<file path="config.mk">
export PLATFORM = sky130hd
export DESIGN_NAME = hdmi_i2c_arbiter
export DESIGN_NICKNAME = d
export VERILOG_FILES = /design/src/rtl/hdmi_i2c_arbiter.sv
export SDC_FILE = /design/constraint.sdc
export NUM_CORES = 1
export LEC_CHECK = 0
export ABC_AREA = 1
export BUFFER_PORTS_ARGS = -buffer_cell sky130_fd_sc_hd__buf_2
export CAP_MARGIN = 20
export CORE_MARGIN = 2
export CORE_UTILIZATION = 50
export CTS_CLUSTER_DIAMETER = 60
export CTS_CLUSTER_SIZE = 30
export DETAILED_ROUTE_END_ITERATION = 7
export GPL_ROUTABILITY_DRIVEN = 0
export PLACE_DENSITY_LB_ADDON = 0.08
export SLEW_MARGIN = 10
export SYNTH_ARGS = -nofsm -noshare
export SYNTH_HDL_FRONTEND = slang
export SYNTH_SLANG_ARGS = --single-unit
</file>
<file path="constraint.sdc">
create_clock -name clk -period 3.84 [get_ports clk]
set_clock_uncertainty 0.05 [all_clocks]
set_input_delay 0.384 -clock clk [delete_from_list [all_inputs] [get_ports clk]]
set_output_delay 0.384 -clock clk [all_outputs]
set_load 0.02 [all_outputs]
</file>
<file path="src/rtl/hdmi_i2c_arbiter.sv">
// Round-robin arbiter sharing one I2C register-transaction engine between N_REQ requesters,
// with an optional per-requester lock for atomic read-modify-write and an engine watchdog.
module hdmi_i2c_arbiter #(
    parameter int N_REQ        = 2,
    parameter int TIMEOUT      = 4096,
    parameter int LOCK_TIMEOUT = 64,
    localparam int IW = (N_REQ > 2) ? $clog2(N_REQ) : 1
) (
    input  logic               clk,
    input  logic               resetn,
    input  logic [N_REQ-1:0]   req,
    input  logic [N_REQ-1:0]   req_rw,
    input  logic [8*N_REQ-1:0] req_reg,
    input  logic [8*N_REQ-1:0] req_wdata,
    input  logic [N_REQ-1:0]   req_lock,
    output logic [N_REQ-1:0]   rsp_valid,
    output logic [7:0]         rsp_rdata,
    output logic               rsp_err,
    output logic               eng_start,
    output logic               eng_abort,
    output logic               eng_rw,
    output logic [7:0]         eng_reg,
    output logic [7:0]         eng_wdata,
    input  logic               eng_done,
    input  logic               eng_nack,
    input  logic [7:0]         eng_rdata,
    output logic               busy,
    output logic [IW-1:0]      grant_idx
);
    localparam int TW = (TIMEOUT > 2) ? $clog2(TIMEOUT) : 1;
    localparam int LW = (LOCK_TIMEOUT > 2) ? $clog2(LOCK_TIMEOUT) : 1;

    // Handshake: a requester holds req[i] (and its req_* fields) high until it sees its
    // one-cycle rsp_valid[i]; rsp_rdata/rsp_err are valid in that same cycle.
    typedef enum logic [2:0] {S_IDLE, S_ISSUE, S_WAIT, S_RESP, S_HOLD} state_t;

    state_t         state_q, state_d;
    logic [IW-1:0]  last_grant_q, last_grant_d, lock_owner_q, lock_owner_d, grant_d, pick;
    logic           locked_q, locked_d, lock_req_q, lock_req_d, found;
    logic [TW-1:0]  timer_q, timer_d;
    logic [LW-1:0]  lock_ctr_q, lock_ctr_d;
    logic [N_REQ-1:0] eligible, rsp_valid_d;
    logic           eng_start_d, eng_abort_d, eng_rw_d, rsp_err_d;
    logic [7:0]     eng_reg_d, eng_wdata_d, rsp_rdata_d;

    // Round-robin pick starting one past the last winner; a held lock narrows the field.
    always_comb begin
        eligible = req;
        if (locked_q) begin
            eligible = '0;
            eligible[lock_owner_q] = req[lock_owner_q];
        end
        found = 1'b0;
        pick  = '0;
        for (int k = 1; k <= N_REQ; k++) begin
            if (!found && eligible[(int'(last_grant_q) + k) % N_REQ]) begin
                found = 1'b1;
                pick  = IW'((int'(last_grant_q) + k) % N_REQ);
            end
        end
    end

    always_comb begin
        state_d      = state_q;
        last_grant_d = last_grant_q;
        lock_owner_d = lock_owner_q;
        locked_d     = locked_q;
        lock_req_d   = lock_req_q;
        lock_ctr_d   = lock_ctr_q;
        timer_d      = timer_q;
        grant_d      = grant_idx;
        eng_rw_d     = eng_rw;
        eng_reg_d    = eng_reg;
        eng_wdata_d  = eng_wdata;
        rsp_err_d    = rsp_err;
        rsp_rdata_d  = rsp_rdata;
        eng_start_d  = 1'b0;
        eng_abort_d  = 1'b0;
        rsp_valid_d  = '0;
        case (state_q)
            S_IDLE: begin
                if (locked_q && !req[lock_owner_q]) begin
                    if (lock_ctr_q == LW'(LOCK_TIMEOUT - 1)) begin
                        locked_d   = 1'b0;
                        lock_ctr_d = '0;
                    end else begin
                        lock_ctr_d = lock_ctr_q + 1'b1;
                    end
                end else if (found) begin
                    eng_rw_d    = req_rw[pick];
                    eng_reg_d   = req_reg[8*pick +: 8];
                    eng_wdata_d = req_wdata[8*pick +: 8];
                    lock_req_d  = req_lock[pick];
                    grant_d     = pick;
                    lock_ctr_d  = '0;
                    state_d     = S_ISSUE;
                end
            end
            S_ISSUE: begin
                eng_start_d = 1'b1;
                timer_d     = '0;
                state_d     = S_WAIT;
            end
            S_WAIT: begin
                // A completion in the timeout cycle is still honoured; no abort then.
                if (eng_done) begin
                    rsp_err_d   = eng_nack;
                    rsp_rdata_d = eng_rw ? eng_rdata : 8'h00;
                    state_d     = S_RESP;
                end else if (timer_q == TW'(TIMEOUT - 1)) begin
                    eng_abort_d = 1'b1;
                    rsp_err_d   = 1'b1;
                    rsp_rdata_d = 8'h00;
                    state_d     = S_RESP;
                end else begin
                    timer_d = timer_q + 1'b1;
                end
            end
            S_RESP: begin
                rsp_valid_d[grant_idx] = 1'b1;
                last_grant_d = grant_idx;
                if (lock_req_q && !rsp_err) begin
                    locked_d     = 1'b1;
                    lock_owner_d = grant_idx;
                    lock_ctr_d   = '0;
                end else begin
                    locked_d = 1'b0;
                end
                state_d = S_HOLD;
            end
            S_HOLD:  state_d = S_IDLE;
            default: state_d = S_IDLE;
        endcase
    end

    always_ff @(posedge clk or negedge resetn) begin
        if (!resetn) begin
            state_q      <= S_IDLE;
            last_grant_q <= IW'(N_REQ - 1);
            lock_owner_q <= '0;
            locked_q     <= 1'b0;
            lock_req_q   <= 1'b0;
            lock_ctr_q   <= '0;
            timer_q      <= '0;
            grant_idx    <= '0;
            eng_start    <= 1'b0;
            eng_abort    <= 1'b0;
            eng_rw       <= 1'b0;
            eng_reg      <= 8'h00;
            eng_wdata    <= 8'h00;
            rsp_valid    <= '0;
            rsp_err      <= 1'b0;
            rsp_rdata    <= 8'h00;
            busy         <= 1'b0;
        end else begin
            state_q      <= state_d;
            last_grant_q <= last_grant_d;
            lock_owner_q <= lock_owner_d;
            locked_q     <= locked_d;
            lock_req_q   <= lock_req_d;
            lock_ctr_q   <= lock_ctr_d;
            timer_q      <= timer_d;
            grant_idx    <= grant_d;
            eng_start    <= eng_start_d;
            eng_abort    <= eng_abort_d;
            eng_rw       <= eng_rw_d;
            eng_reg      <= eng_reg_d;
            eng_wdata    <= eng_wdata_d;
            rsp_valid    <= rsp_valid_d;
            rsp_err      <= rsp_err_d;
            rsp_rdata    <= rsp_rdata_d;
            busy         <= (state_d != S_IDLE);
        end
    end
endmodule

</file>
==> metrics.txt <==
max reg flops=12; reg2reg end=eng_wdata[0]$_DFFE_PN0P_; WL per Instance=between 10 and 15 µm; ant diodes=0; Multi-input gate area=about 0.0013 mm²; fin worst setup slack=about 1.7 ns; H-tree depth=3; post-synthesis sequential area ratio=48.43%; Place WS=around 1.7 ns; Cell Area, Placed=around 0.0033 mm²; dpl hpwl=4.493 mm; total grt overflow=0; RSZ-0062 raised after global routing=false; flops & latches, synth=57; root buffer cell=clkbuf_8; Tcrit/Tclk final=55.44%; TritonCTS Sinks=57; register share of total power=33.8%; Port Buffers=a little over 80; # rows=27; Avg Vias per Cell=roughly 5.2; die area=0.006526 mm²; cells on worst reg2reg path=7; hold crit path type=input port to async pin; gr usage total=a little under a quarter; TritonCTS Buffers=9; commonest non-fill, non-tap cell in the layout=nand2_1; critical path class=flip-flop to flip-flop; Synth warnings=0; Setup Buffers After CTS=0; Pwr Density=between 700 and 800 mW/mm²; outcome=completed; Sw Share=44.33%; die width=a little over 80 µm; pin count of the biggest net entering global routing=58; Max Buffers Root-to-Sink=2; Fmax=roughly 470 MHz; nature of the critical path endpoint=flip-flop; Synth Instances=between 300 and 400; Post-Route WL=roughly 6.6 mm; fin nets=approximately 500; synthesized area=around 0.003 mm²; Psw=around 1.2 mW; synth unique cells=31; CTS resizes=0; antenna violations before repair=0; Biggest register=timer_q; post-synth net total=409; Storage cell area=0.001428 mm²; share of cells above drive strength 1=30.39%; Starting DRT DRC Count=approximately 120; IO Pins=between 80 and 90; worst hold slack=0.1345 ns; Pleak=between 1.5 and 2 nW; min Tclk post-route=~2.1 ns; design area=about 0.0036 mm²; clk_lat worst skew=0.33 ns; clk slew on worst S/H paths=0.07 ns; Worst EP required=between 4 and 5 ns; Filler cells=523; Clk network pwr share=22.3%; Slew Limit Fails=0; Rel. slew slack=47.17%; worst vdd ir=between 0.3 and 0.4 mV; syn_area_per_cell=roughly 8.3 µm²; first-pass GRT wire length=between 10 and 15 mm; reg-to-reg setup timing slack=between 1.5 and 2 ns; Detail Route Antenna Nets=0; DRC Markers=0; synth-to-layout area growth=20.88%; RR Startpoint=locked_q$_DFFE_PN0P_; Int Pwr=around 1.5 mW; crit path DAT=~2.3 ns; Die Ht=a little over 80 µm; Setup TNS=0 ns; cts hold-fix bufs=0; Fin. Hold Viols=0; Worst Setup Start Kind=flip-flop; Comb power frac=roughly 44%; vias=2,655; CTS tree=built; vias in the first global route=between 2,000 and 3,000; Max-cap violations=0; drt pass-1 iters=4; most frequent cells in the layout=nand2_1 (92), buf_2 (81), dfrtp_1 (56), nand3_1 (39), o21ai_0 (29); CP max FO=20; Core ar.=between 0.005 and 0.006 mm²; initial cell density of the core=a little over half; Setup-failing EPs final=0; Slew @ Worst Pin=just under 0.8 ns
-- worst max-delay path: stages, from the launching register on --
cell     delay, ns
dfrtp_1       0.40
inv_2         0.07
nand2_1       0.06
nand2_2       0.34
nor2_4        0.07
nor2_2        0.61
o21ai_0       0.27
o21ai_2       0.18
-- per-layer routing --
metal  vias up  GRT usage, %  share of wire [%]
met3        14         5.444                4.6
met5         -             0                  0
met2        66         37.75                 47
met1      1238         27.91                 46
met4         0         10.85                2.3
li1       1337             -                  -
-- cell type report --
class | count | share of cell area, %
repair buffers | 82 | 11.59
clock inverters | 7 | 2.669
clock buffers | 9 | 3.476
multi-input cells | 255 | 36.27
flip-flops and latches | 57 | 40.06
well taps | 72 | 2.528
inverters | 31 | 3.406
-- per-stage QoR --
stage | total power, mW | instances | util, %
2_1_floorplan | 1.918 | 357 | -
3_3_place_gp | 2.156 | 497 | 59.64
3_5_place_dp | 2.180 | 497 | 59.64
4_1_cts | 2.807 | 513 | 63.54
5_1_grt | 2.993 | 513 | 63.54
6_report | 2.784 | 513 | 63.54
-- how the worst max path moves through the flow --
stage                                       from                        to  depth (start not counted)
after floorplan           timer_q[0]$_DFFE_PN0P_   timer_q[10]$_DFFE_PN0P_                          7
after global placement                    req[1]  eng_wdata[5]$_DFFE_PN0P_                          7
after detailed placement                  req[1]  eng_wdata[6]$_DFFE_PN0P_                          7
after CTS                   locked_q$_DFFE_PN0P_  eng_wdata[0]$_DFFE_PN0P_                          7
after global routing        locked_q$_DFFE_PN0P_  eng_wdata[0]$_DFFE_PN0P_                          7
final                       locked_q$_DFFE_PN0P_  eng_wdata[0]$_DFFE_PN0P_                          7
-- synth_stat cells (all sizes together) --
library cell,n,share of area (%)
a21boi,1,0.25
a21oi,21,3.6
a31oi,2,0.42
buf,12,3.3
clkbuf,2,0.30
dfrtp,56,48
dfstp,1,0.89
ha,2,0.85
inv,31,4.1
nand2,99,14
nand3,40,7.0
nand3b,2,0.51
nand4,6,1.3
nor2,26,4.2
nor3,1,0.17
o21ai,50,11
o21bai,1,0.25
or2,1,0.21
xnor2,1,0.30
xor2,2,0.59
-- power groups by stage --
stage                     logic (mW)  clock network, mW  registers, mW
after global routing            1.37              0.659          0.965
after global placement          1.20                  0          0.953
final                           1.22              0.621          0.942
after floorplan                0.813                  0           1.11
after CTS                       1.23              0.630          0.943
after detailed placement        1.23                  0          0.950
-- cells by family after synthesis --
kind of cell | count (synthesis) | share of synthesized area [%]
xor gates and xnor gates | 3 | 0.8915
buffers and inverters | 45 | 7.725
DFF | 57 | 48.43
adders and majority gates | 2 | 0.8488
AOI/OAI and AO/OA | 75 | 15.28
and+or+nand+nor | 175 | 26.83
Note: power is estimated with default switching activity, not from simulation.
